[config.mk]
export PLATFORM = sky130hd
export DESIGN_NAME = sntc_ldpc_run_ctrl
export DESIGN_NICKNAME = d
export VERILOG_FILES = /design/src/rtl/sntc_ldpc_run_pkg.sv /design/src/rtl/sntc_ldpc_run_timer.sv /design/src/rtl/sntc_ldpc_run_ctrl.sv
export SDC_FILE = /design/constraint.sdc
export NUM_CORES = 2
export LEC_CHECK = 0
export ABC_CLOCK_PERIOD_IN_PS = 4000
export CAP_MARGIN = 20
export CELL_PAD_IN_SITES_DETAIL_PLACEMENT = 2
export CELL_PAD_IN_SITES_GLOBAL_PLACEMENT = 2
export CORE_AREA = 2 2 681 683
export CTS_CLUSTER_DIAMETER = 60
export CTS_CLUSTER_SIZE = 28
export DETAILED_ROUTE_END_ITERATION = 8
export DIE_AREA = 0 0 683 685
export GPL_ROUTABILITY_DRIVEN = 0
export PLACE_DENSITY_LB_ADDON = 0.1
export SYNTH_ARGS = -nofsm -noshare
export SYNTH_HDL_FRONTEND = slang
export SYNTH_SLANG_ARGS = --single-unit
[constraint.sdc]
create_clock -name clk -period 4 [get_ports clk]
set_clock_uncertainty 0.1 [all_clocks]
set_input_delay 0.6 -clock clk [delete_from_list [all_inputs] [get_ports clk]]
set_output_delay 0.6 -clock clk [all_outputs]
set_load 0.05 [all_outputs]
[src/rtl/sntc_ldpc_run_pkg.sv]
// sntc_ldpc_run_pkg
// Shared types and constants for the LDPC run controller:
//   run_state_t  : controller FSM states
//   ST_*         : result status codes reported on out_status
//   PROB_CEIL    : upper bound for the decoder probability (hundredths of %)
//   prob_bump()  : raise a probability by a step, clamped at PROB_CEIL
package sntc_ldpc_run_pkg;

  typedef enum logic [2:0] {
    S_IDLE,
    S_CLR,
    S_START,
    S_RUN,
    S_DONE
  } run_state_t;

  localparam logic [1:0] ST_OK      = 2'b01;
  localparam logic [1:0] ST_GIVEUP  = 2'b10;
  localparam logic [1:0] ST_TIMEOUT = 2'b11;

  localparam logic [31:0] PROB_CEIL = 32'd10000;

  // The sum is formed one bit wider so a huge step cannot wrap below the ceiling.
  function automatic logic [31:0] prob_bump(input logic [31:0] prob,
                                            input logic [31:0] step);
    logic [32:0] sum;
    sum = {1'b0, prob} + {1'b0, step};
    if (sum > {1'b0, PROB_CEIL}) begin
      return PROB_CEIL;
    end
    return sum[31:0];
  endfunction

endpackage

[src/rtl/sntc_ldpc_run_timer.sv]
// sntc_ldpc_run_timer
// Saturating per-attempt cycle counter with budget compare.
// Ports:
//   clk, rstn    : clock, asynchronous active-low reset
//   i_clear      : zero the counter (start of an attempt)
//   i_enable     : count this cycle (controller is in RUN)
//   i_cycle_max  : cycle budget, 0 = unlimited
//   o_count      : cycles spent in RUN including the current one
//   o_expired    : budget reached in the current RUN cycle
module sntc_ldpc_run_timer
  import sntc_ldpc_run_pkg::*;
#(
  parameter int W = 32
) (
  input  logic         clk,
  input  logic         rstn,
  input  logic         i_clear,
  input  logic         i_enable,
  input  logic [W-1:0] i_cycle_max,
  output logic [W-1:0] o_count,
  output logic         o_expired
);

  logic [W-1:0] r_count;
  logic [W-1:0] w_count_inc;

  // The reported count includes the cycle in progress, so a decision taken
  // in the Nth RUN cycle reports N and the budget trips on that same cycle.
  always_comb begin
    w_count_inc = (&r_count) ? r_count : r_count + W'(1);
    o_count     = w_count_inc;
    o_expired   = i_enable && (i_cycle_max != '0) && (w_count_inc >= i_cycle_max);
  end

  always_ff @(posedge clk or negedge rstn) begin
    if (!rstn) begin
      r_count <= '0;
    end else if (i_clear) begin
      r_count <= '0;
    end else if (i_enable) begin
      r_count <= w_count_inc;
    end
  end

endmodule

[src/rtl/sntc_ldpc_run_ctrl.sv]
// sntc_ldpc_run_ctrl
// Sequences the LDPC decoder wrapper one frame at a time: accepts a frame,
// pulses clr/start, watches convergence under a cycle budget, retries with a
// raised probability, and returns decoded bits plus status.
// Ports:
//   clk, rstn                      : clock, asynchronous active-low reset
//   in_valid/in_ready, in_q0,
//   in_exp_syn                     : frame input handshake and payload
//   cfg_prob_base/step, cfg_cycle_max : attempt configuration
//   dec_q0, dec_exp_syn, dec_percent_probability_int,
//   dec_clr, dec_start             : drive to decoder wrapper
//   dec_converged(_valid), dec_tmp_bit : decoder feedback
//   out_valid/out_ready, out_bit, out_status, out_attempts, out_cycles : result
//   stat_ok, stat_fail             : frame counters, present only when
//                                    SNTC_LDPC_RUN_STATS_EN is defined
module sntc_ldpc_run_ctrl
  import sntc_ldpc_run_pkg::*;
#(
  parameter int NN        = 'h0d0,
  parameter int MM        = 'h0a8,
  parameter int SUM_LEN   = 32,
  parameter int RETRY_MAX = 3,
  parameter int AW        = $clog2(RETRY_MAX + 1)
) (
  input  logic                  clk,
  input  logic                  rstn,
  input  logic                  in_valid,
  output logic                  in_ready,
  input  logic [NN-1:0][1:0]    in_q0,
  input  logic [MM-1:0]         in_exp_syn,
  input  logic [31:0]           cfg_prob_base,
  input  logic [31:0]           cfg_prob_step,
  input  logic [SUM_LEN-1:0]    cfg_cycle_max,
  output logic [NN-1:0][1:0]    dec_q0,
  output logic [MM-1:0]         dec_exp_syn,
  output logic [31:0]           dec_percent_probability_int,
  output logic                  dec_clr,
  output logic                  dec_start,
  input  logic [1:0]            dec_converged,
  input  logic                  dec_converged_valid,
  input  logic [NN-1:0]         dec_tmp_bit,
  output logic                  out_valid,
  input  logic                  out_ready,
  output logic [NN-1:0]         out_bit,
  output logic [1:0]            out_status,
  output logic [AW-1:0]         out_attempts,
  output logic [SUM_LEN-1:0]    out_cycles
`ifdef SNTC_LDPC_RUN_STATS_EN
  ,
  output logic [31:0]           stat_ok,
  output logic [31:0]           stat_fail
`endif
);

  run_state_t          r_state;
  run_state_t          w_next;
  logic [NN-1:0][1:0]  r_q0;
  logic [MM-1:0]       r_syn;
  logic [31:0]         r_prob;
  logic [AW-1:0]       r_attempt;
  logic [SUM_LEN-1:0]  r_cycle_max;
  logic [NN-1:0]       r_out_bit;
  logic [1:0]          r_out_status;
  logic [AW-1:0]       r_out_attempts;
  logic [SUM_LEN-1:0]  r_out_cycles;

  logic                w_run;
  logic                w_accept;
  logic                w_success;
  logic                w_giveup;
  logic                w_expired;
  logic                w_fail;
  logic [1:0]          w_fail_code;
  logic                w_last_attempt;
  logic [SUM_LEN-1:0]  w_count;

  sntc_ldpc_run_timer #(
    .W (SUM_LEN)
  ) u_timer (
    .clk         (clk),
    .rstn        (rstn),
    .i_clear     (r_state == S_START),
    .i_enable    (w_run),
    .i_cycle_max (r_cycle_max),
    .o_count     (w_count),
    .o_expired   (w_expired)
  );

  // Success beats a same-cycle timeout; a give-up beats a same-cycle timeout.
  always_comb begin
    w_run          = (r_state == S_RUN);
    w_accept       = (r_state == S_IDLE) && in_valid;
    w_success      = dec_converged_valid && (dec_converged == ST_OK);
    w_giveup       = dec_converged_valid && (dec_converged == ST_GIVEUP);
    w_fail         = w_run && !w_success && (w_giveup || w_expired);
    w_fail_code    = w_giveup ? ST_GIVEUP : ST_TIMEOUT;
    w_last_attempt = (r_attempt >= AW'(RETRY_MAX));
  end

  always_ff @(posedge clk or negedge rstn) begin
    if (!rstn) begin
      r_state <= S_IDLE;
    end else begin
      r_state <= w_next;
    end
  end

  // Next-state and the handshake/pulse outputs, which are pure state decodes.
  always_comb begin
    w_next    = r_state;
    in_ready  = 1'b0;
    dec_clr   = 1'b0;
    dec_start = 1'b0;
    out_valid = 1'b0;
    case (r_state)
      S_IDLE: begin
        in_ready = 1'b1;
        if (in_valid) w_next = S_CLR;
      end
      S_CLR: begin
        dec_clr = 1'b1;
        w_next  = S_START;
      end
      S_START: begin
        dec_start = 1'b1;
        w_next    = S_RUN;
      end
      S_RUN: begin
        if (w_success) begin
          w_next = S_DONE;
        end else if (w_fail) begin
          w_next = w_last_attempt ? S_DONE : S_CLR;
        end
      end
      S_DONE: begin
        out_valid = 1'b1;
        if (out_ready) w_next = S_IDLE;
      end
      default: w_next = S_IDLE;
    endcase
  end

  // Frame, attempt and result registers. Results are only written on the way
  // into DONE so they hold steady while the consumer stalls.
  always_ff @(posedge clk or negedge rstn) begin
    if (!rstn) begin
      r_q0           <= '0;
      r_syn          <= '0;
      r_prob         <= '0;
      r_attempt      <= '0;
      r_cycle_max    <= '0;
      r_out_bit      <= '0;
      r_out_status   <= '0;
      r_out_attempts <= '0;
      r_out_cycles   <= '0;
    end else begin
      if (w_accept) begin
        r_q0        <= in_q0;
        r_syn       <= in_exp_syn;
        r_prob      <= cfg_prob_base;
        r_attempt   <= AW'(1);
        r_cycle_max <= cfg_cycle_max;
      end
      if (w_run) begin
        if (w_success) begin
          r_out_bit      <= dec_tmp_bit;
          r_out_status   <= ST_OK;
          r_out_attempts <= r_attempt;
          r_out_cycles   <= w_count;
        end else if (w_fail) begin
          if (!w_last_attempt) begin
            r_prob      <= prob_bump(r_prob, cfg_prob_step);
            r_attempt   <= r_attempt + AW'(1);
            r_cycle_max <= cfg_cycle_max;
          end else begin
            r_out_bit      <= dec_tmp_bit;
            r_out_status   <= w_fail_code;
            r_out_attempts <= r_attempt;
            r_out_cycles   <= w_count;
          end
        end
      end
    end
  end

  assign dec_q0                      = r_q0;
  assign dec_exp_syn                 = r_syn;
  assign dec_percent_probability_int = r_prob;
  assign out_bit                     = r_out_bit;
  assign out_status                  = r_out_status;
  assign out_attempts                = r_out_attempts;
  assign out_cycles                  = r_out_cycles;

`ifdef SNTC_LDPC_RUN_STATS_EN
  logic [31:0] r_stat_ok;
  logic [31:0] r_stat_fail;

  // Counted on the result handshake; both wrap and only rstn clears them.
  always_ff @(posedge clk or negedge rstn) begin
    if (!rstn) begin
      r_stat_ok   <= '0;
      r_stat_fail <= '0;
    end else if ((r_state == S_DONE) && out_ready) begin
      if (r_out_status == ST_OK) begin
        r_stat_ok <= r_stat_ok + 32'd1;
      end else begin
        r_stat_fail <= r_stat_fail + 32'd1;
      end
    end
  end

  assign stat_ok   = r_stat_ok;
  assign stat_fail = r_stat_fail;
`endif

endmodule

# Yosys cells after proc, flatten, opt, wreduce, memory -nomap -nowiden
# Cells that the tools add are included.
totals:
  register_bits: 929
  out_inout_bits: 864
classes:
  add_sub_neg: 3
  order_cmp: 3
  eq_ne: 9
  n_mux: 48
  n_reduce_logical: 17
op_table:
  columns: ["op", "count"]
  rows:
  - ["$mux 208", 3]
  - ["$mux 32", 18]
  - ["$add 32x32->33", 1]
  - ["$gt 33x14->1 const B", 1]
  - ["$add 32x1->32 const B", 1]
  - ["$ge 32x32->1", 1]
  - ["$reduce_and 32->1", 1]
  - ["$reduce_bool 32->1", 1]
  - ["$mux 2", 11]
  - ["$mux 3", 5]
  - ["$pmux 3 s5", 1]
  - ["$mux 1", 10]
  - ["$logic_and 1x1->1", 7]
  - ["$eq 3x2->1 const B", 2]
  - ["$reduce_and 3->1", 2]
  - ["$reduce_bool 2->1", 3]
  - ["$ne 2x2->1 const B", 2]
  - ["$eq 3x1->1 const B", 1]
  - ["$eq 3x3->1 const B", 1]
  - ["$logic_not 3->1", 1]
  - ["$ne 3x3->1 const B", 1]
  - ["$add 2x1->2 const B", 1]
  - ["$eq 2x1->1 const B", 1]
  - ["$eq 2x2->1 const B", 1]
  - ["3 further kinds", 3]

# Depth between registers and ports, before layout
depth:
  ltp_word: 14
  depth_mapped: 22
  ltp_nobuf: 19

# Cells and area by module
# Synthesis repeated with hierarchy kept, for this count alone.
hier_totals:
  hier_cells: 3954
  hier_area_um2: 38894.8
by_module_without_submodules:
  columns: ["mod", "n_inst", "cells_per_inst", "area_each_um2", "seq_area_each_um2"]
  rows:
  - ["sntc_ldpc_run_ctrl", 1, 3549, 35691.7, 22446.5]
  - ["sntc_ldpc_run_timer", 1, 405, 3203.1, 800.8]

# Least setup slack after synthesis
# Ideal clock, no wire load.
synth_path:
  kind: "reg-to-reg"
  start: "reg u_timer.r_count[4]"
  end: "reg r_out_bit[100], in the netlist out_bit[100]"
  arrival_ps: 4086
  required_ps: 3775
  path_slack_ps: -311
  stages_incl_launch_ff: 21
  path_cell_list: "dfrtp_1 -> nand2_1 -> or3_1 -> nor3_1 -> nand3_1 -> nor2_2 -> nand3_1 -> xnor2_1 -> ha_1 -> and2_0 -> a221o_1 -> a21oi_1 -> o211ai_1 -> a21oi_1 -> a21oi_2 -> and2_1 -> o21a_1 -> buf_6 -> buf_6 -> buf_6 -> mux2_4"
synth_via:
  elab_chain_len: 8
synth_rtl:
  columns: ["item", "line_no", "rtl"]
  rows:
  - ["from (decl)", "sntc_ldpc_run_timer.sv:24", "logic [W-1:0] r_count;"]
  - ["from (signal assigned)", "sntc_ldpc_run_timer.sv:41", "r_count <= w_count_inc;"]
  - ["$add 32x1->32 / $reduce_and 32->1 (equally long branches)", "sntc_ldpc_run_timer.sv:30", "w_count_inc = (&r_count) ? r_count : r_count + W'(1);"]
  - ["$mux 32 (*)", "sntc_ldpc_run_timer.sv:30", null]
  - ["named net u_timer.o_count[26]", "sntc_ldpc_run_timer.sv:20", "output logic [W-1:0] o_count,"]
  - ["$ge 32x32->1 (*)", "sntc_ldpc_run_timer.sv:32", "o_expired = i_enable && (i_cycle_max != '0) && (w_count_inc >= i_cycle_max);"]
  - ["$logic_and 1x1->1 (*)", "sntc_ldpc_run_timer.sv:32", null]
  - ["$logic_or 1x1->1 (*)", "sntc_ldpc_run_ctrl.sv:95", "w_fail = w_run && !w_success && (w_giveup || w_expired);"]
  - ["$logic_and 1x1->1 (*)", "sntc_ldpc_run_ctrl.sv:95", null]
  - ["$reduce_bool 2->1 (no line) (*)", null, null]
  - ["$reduce_and 3->1 (no line) (*)", null, null]
  - ["to (signal assigned)", "sntc_ldpc_run_ctrl.sv:166", "r_out_bit <= dec_tmp_bit;"]
  - ["to (signal assigned)", "sntc_ldpc_run_ctrl.sv:176", "r_out_bit <= dec_tmp_bit;"]
  - ["to (decl)", "sntc_ldpc_run_ctrl.sv:62", "logic [NN-1:0] r_out_bit;"]
# Mark *: on every way through the listed nets, which the timed path passes. The rest lies on a longest branch.
# A chain may end at the register's enable or synchronous reset.

# Worst setup path after layout
layout_path:
  start: "reg u_timer.r_count[4]"
  end: "reg r_out_bit[139], in the netlist out_bit[139]"
# The elaborated chain is that of the path after synthesis.

==> flow_summary_export.csv <==
group,metric,value,unit
die,dieArea,0.4679,sq mm
setup_path,worstSetupPathType,"flop to flop",
timing,finalSetupViolations,311,
setup_path,critPathMostFrequentCell,"a21oi_2",
setup_path,critPathMaxFanout,6,
placed_design,hpwl,278100,um
setup_path,start_kind,"flop",
logic_synthesis,ys_async_sr_fraction,1.000,
die,rows,250,
layout,final_area,0.07573,sq mm
layout,fillers,52369,
timing,timing.slew.headroom,0.1976,
logic_synthesis,synth_flop_cell,"dfrtp_1",
status,violations,"negative setup slack",
timing,fmax,0.2174,GHz
global_route,antenna_found_initial,246,
logic_synthesis,ys_seq_area_frac,0.5933,
drt,drt-total-wl,342800,um
clocking,cts_max_path_buffers,4,
layout,layout-drive-gt1-share,0.1775,
logic_synthesis,ys_warn_count,0,
logic_synthesis,synth_top_area_frac,0.5933,
die,die_w,683,um
power_and_ir_drop,peakVddDrop,333.3,uV
clocking,htree_levels,4,
logic_synthesis,ys_ff_latch,929,
timing,period_minus_slack,4600,ps
die,io-pin-count,1759,
status,status,"finished, violations left",
placed_design,numPortBuffers,1758,
clocking,cts_tree,"yes",
placed_design,dpl_cell_area,0.06628,sq mm
layout,area_growth,93.28,%
logic_synthesis,synth-simple-area-share,0.2064,
logic_synthesis,synthAdderAreaFrac,0.02191,
power_and_ir_drop,power_density,957.3,mW/mm^2
layout,final_net_count,6979,
logic_synthesis,synth_compound_area_frac,0.04161,
timing,fin_crit_sh,1.150,
clocking,clk_latency,920,ps
drt,drc,0,
drt,wl_per_cell,27.68,um
timing,setup_ws,-599.9,ps
setup_path,end_kind,"flop",
logic_synthesis,synth_edf_count,0,
global_route,grt_pass1_wl,444100,um
hold_path,hold_class,"input port to flop",
global_route,grt_max_degree,81,
timing,tns,-165700,ps
clocking,cts.clk_slew.worst_paths,50,ps
clocking,cts-root-buf,"clkbuf_16",
global_route,grt_pass1_vias,43082,
setup_path,crit_slowest_cell,"or3_4",
timing,tightest_slew,1200,ps
setup_path,cp_top_family,"simple AND/OR/NAND/NOR gates",
die,die_h,685,um
logic_synthesis,synth_mux_area_frac,0.09542,
job,maxCapViolations,0,
drt,ant_nets,0,
setup_path,crit_arrival,5270,ps
drt,first_iter_violations,1317,
logic_synthesis,syn-instance-count,3887,
logic_synthesis,synth_top_cell_by_area,"dfrtp_1",
setup_path,max_stage_delay,420,ps
die,initial_core_util,0.08492,
setup_path,required,4670,ps
setup_path,crit_chain,"nand2_2 -> or3_4 -> buf_6 -> nor3_4 -> buf_6 -> nand3_4 -> nor2_4 -> nand3_2 -> xnor2_2 -> ha_1 -> and2_1 -> a221o_1 -> a21oi_2 -> o211ai_1 -> a21oi_2 -> a21oi_2 -> and2_4 -> o21a_4 -> clkbuf_16 -> bufbuf_16 -> mux2_4",
setup_path,path_buf_inv,4,
timing,finalMaxSlewViolations,0,
logic_synthesis,yosysUniqueCellTypes,67,
logic_synthesis,synth_nets,4850,
die,core,0.4614,sq mm
timing,grt_setup_unrepaired,"true",
layout,multi_input_area,0.01541,sq mm
logic_synthesis,syn_area_per_cell,10.08,sq um
clocking,clock_sinks,929,
global_route,grt-ovfl-total,0,
logic_synthesis,synth_xor_xnor_area_share,0.01162,
global_route,grt_usage,0.1421,
layout,seq_area,0.02325,sq mm
drt,via_count,38359,
power_and_ir_drop,p_leak,33.01,nW
logic_synthesis,syn_area,0.03918,sq mm
clocking,cts_made_buffers,206,
drt,first_pass_iters,4,
timing,hold_viol_final,0,
logic_synthesis,synth_top_family_by_area,"simple AND/OR/NAND/NOR gates",
drt,via_per_inst,3.097,
logic_synthesis,synthTopCellsByArea,"dfrtp_1 (59%), nand2_1 (18%), mux2_4 (6.1%)",
path summary, 6_finish.rpt:
path                               startpoint               end  slack [ps]  depth (start not counted)
max                        u_timer.r_count[4]      out_bit[139]        -600                         21
min in group asynchronous                rstn    out_cycles[26]         340                          2
min reg2reg                       dec_q0[177]       dec_q0[177]         370                          2
min                           in_exp_syn[165]  dec_exp_syn[165]         130                          3
max reg2reg                u_timer.r_count[4]      out_bit[139]        -600                         21
max in group asynchronous                rstn       dec_q0[305]        2340                          4
cell usage after synthesis, drive strengths merged, types with 8 or more instances:
cell type / count
xor2: 20
nand4: 26
nor2: 46
nor4: 15
a211oi: 9
clkbuf: 153
mux2: 276
and2: 10
a21o: 13
and3: 8
nor2b: 8
buf: 47
o31ai: 14
ha: 67
xnor2: 32
a22o: 15
dfrtp: 929
nand3: 27
nor3: 14
inv: 54
a21oi: 90
nand2: 1876
o21ai: 48
placed cells by master, fill, tap and decap left out, types with 7 or more instances in the layout:
master	count
nand3_1	20
bufinv_16	30
clkbuf_1	25
buf_6	12
mux2_2	88
clkinv_2	35
mux2_1	12
and2_1	8
xnor2_1	21
o21ai_1	11
mux2_4	176
clkdlybuf4s50_1	1748
xor2_1	18
clkbuf_8	42
buf_12	51
inv_1	53
xnor2_2	11
a21oi_2	35
and3_1	7
nand4_1	26
nand2_1	1870
nor2b_1	8
buf_16	30
nor2_1	39
a22o_1	15
diode_2	32
clkinvlp_4	21
a21oi_1	55
buf_4	268
clkbuf_16	215
o211ai_1	7
a21o_1	13
o31ai_1	14
ha_1	62
nor4_1	10
dfrtp_1	929
o21ai_0	36
metrics by stage:
step	util	hold WS (ps)	setup slack, ps	instances	power (mW)
CTS	0.1630	4.755	-750.3	12333	74.42
floorplan	-	204.4	-154.5	3887	36.18
global route	0.1640	70.33	-819.3	12362	76.46
detailed placement	0.1437	362.4	-1136	11909	54.26
global placement	0.1437	357.9	-1133	11909	54.16
finish	0.1641	132.6	-599.9	12386	72.50
area by class of cell:
type | count | area share
diodes | 32 | 0.001057
clock buffers | 276 | 0.07793
clock inverters | 96 | 0.01831
inverters | 54 | 0.002677
multi-input cells | 2704 | 0.2035
flip-flops and latches | 929 | 0.3070
well taps | 6174 | 0.1020
repair buffers | 2121 | 0.2876
timing repair:
item / in CTS / in global routing
hold buffers: 1 / 0
endpoints found under the hold margin: 20 / 0
pin swaps: 31 / 31
cloned: 27 / 6
resized for setup: 141 / 34
setup buffers: 25 / 17
endpoints found under the setup margin: 313 / 313
flip-flops by register name, indices dropped and copies added, names as in the netlist:
register / cells
dec_exp_syn: 168
r_attempt: 2
r_cycle_max: 32
out_status: 2
out_bit: 208
u_timer.r_count: 32
out_attempts: 2
dec_percent_probability_int: 32
r_state: 3
out_cycles: 32
dec_q0: 416
metal layers:
metal,share of wire,up-vias,GRT usage
li1,-,16911,-
met1,0.32,19083,0.1299
met2,0.55,1561,0.2818
met3,0.090,730,0.05677
met4,0.039,74,0.04255
met5,0.0014,-,0
worst min-delay path, cell delays in order:
cell	delay, ps
clkdlybuf4s50_1	400
nand2_1	50
nand2_1	40
report_power, final:
part	switching (mW)	internal, mW
Clock	6.41	12.2
Sequential	3.18	13.5
Combinational	25.3	11.9
Total	34.9	37.6
kinds of logic (layout without fill, tap and decap cells):
| kind of cell | after synthesis | after routing |
|---|---|---|
| AO/OA/AOI/OAI | 249 | 249 |
| XOR/XNOR | 52 | 52 |
| buffers and inverters | 254 | 2547 |
| AND/OR/NAND/NOR | 2056 | 2056 |
| flip-flops | 929 | 929 |
| other | 0 | 32 |
| adder cells (fa/ha/maj) | 68 | 68 |
| multiplexers | 279 | 279 |
Note: power is estimated with default switching activity, not from simulation.
==> RTL change: new RTL, config.mk and constraints unchanged <==
Register the output `out_status` once more, without a reset; this adds one clock of latency there. The other outputs are not delayed to match. Comments in the files are not updated.
--- a/src/rtl/sntc_ldpc_run_ctrl.sv
+++ b/src/rtl/sntc_ldpc_run_ctrl.sv
@@ -188,5 +188,7 @@
   assign dec_percent_probability_int = r_prob;
   assign out_bit                     = r_out_bit;
-  assign out_status                  = r_out_status;
+  always_ff @(posedge clk) begin
+    out_status <= r_out_status;
+  end
   assign out_attempts                = r_out_attempts;
   assign out_cycles                  = r_out_cycles;
Check against the original RTL: not settled (the Yosys comparison gave no result); the edit may change what the design does.
==> RTL change against the original RTL <==
The run still ends with negative setup slack left. Routed wire length grew 4.0%. Sequential share of layout area shrank 0.11 points. Total power grew 0.87%. Sequential cell count grew 2. Design area grew 0.53%. Critical path depth grew 2. Worst setup slack lost 170 ps. Synthesized area shrank 1.3%. Cell count grew 1.4%. Critical path type unchanged.
==> RTL change: results <==
export IMPL_outcome="complete, but fails checks"
export IMPL_violations="negative setup slack"
export IMPL_cp_arrival_ps=5390
export IMPL_synth_commonest_cells="1933 x nand2_1, 929 x dfrtp_1, 231 x mux2_2, 154 x clkbuf_1, 78 x a21oi_1"
export IMPL_n_clock_buffer=265
export IMPL_grt_max_degree=120
export IMPL_synth_xor_area_share_pct=1.13
export IMPL_slowest_delay_ps=380
export IMPL_fill_cells=52300
export IMPL_wl_met2_um=194000
export IMPL_p_int_mw=37.8
export IMPL_use_met2_pct=28.6
export IMPL_synth_mux_area_share_pct=7.31
export IMPL_async_flop_share_pct=99.8
export IMPL_final_setup_viol_count=313
export IMPL_synth_adder_area_share_pct=2.22
export IMPL_grt_met3_usage_pct=5.92
export IMPL_wl_met1_um=119000
export IMPL_p_seq_share_pct=22.5
export IMPL_syn_inst=3942
export IMPL_leakage_nw=33.0
export IMPL_nNetsFinal=7118
export IMPL_antenna_found_initial=267
export IMPL_tightest_slew_ps=952
export IMPL_min_path_type="primary input to asynchronous set/reset pin"
export IMPL_post_place_cells=12000
export IMPL_synth_seq_cells=931
export IMPL_drt_iter0_markers=1461
export IMPL_grt_first_pass_wirelength_um=455000
export IMPL_vias=39500
export IMPL_final_clk_cell_share_pct=9.75
export IMPL_reg2reg_from="u_timer.r_count[1]$_DFFE_PN0P_"
export IMPL_worstRegToRegCells=23
export IMPL_synthTopCellsByArea="dfrtp_1 60%, nand2_1 19%, mux2_2 6.7%, ha_1 2.2%, clkbuf_1 1.5%"
export IMPL_grt_pass1_vias=43800
export IMPL_dr_wl_met3_um=32200
export IMPL_grtUsageMet1_pct=14.0
export IMPL_inverters=46
export IMPL_drive_above_1_share_pct=17.6
export IMPL_syn_num_nets=4905
export IMPL_multi_input_area_share_pct=19.9
export IMPL_drt_wl_total_um=357000
export IMPL_track_usage_pct=14.6
export IMPL_layout_setup_ws_ps=-766
export IMPL_n_antenna_cell=53
export IMPL_r2r_end="out_cycles[12]$_DFFE_PN0P_"
RTL change: changes by cell type after synthesis, moves of 5 or more:
cell,delta
o21ai_0,+25
nand3_1,-7
a41oi_1,-5
nor3_1,+9
inv_1,-9
mux2_1,-11
buf_6,-9
buf_4,+8
nand2_1,+57
mux2_4,-160
mux2_2,+138
mux2i_1,+6
nor2_1,+8
RTL change: metrics by stage:
stage                     area, um2  setup WS [ps]  TNS (ps)  util, %
final                         76100           -766   -207720     16.5
after global routing          76100           -950   -262140     16.5
after CTS                     75000           -851   -234690     16.2
after detailed placement      66200           -982   -266520     14.3
after global placement        66200           -955   -257730     14.3
after floorplan               38800           -197    -42610        -
RTL change: timing repair:
| item | in CTS | in global routing |
|---|---|---|
| hold endpoints to repair | 79 | 0 |
| cloned | 10 | 20 |
| resized for setup | 67 | 201 |
| hold buffers | 47 | 0 |
| pin swaps | 24 | 20 |
| endpoints found under the setup margin | 313 | 313 |
| buffers inserted | 28 | 20 |
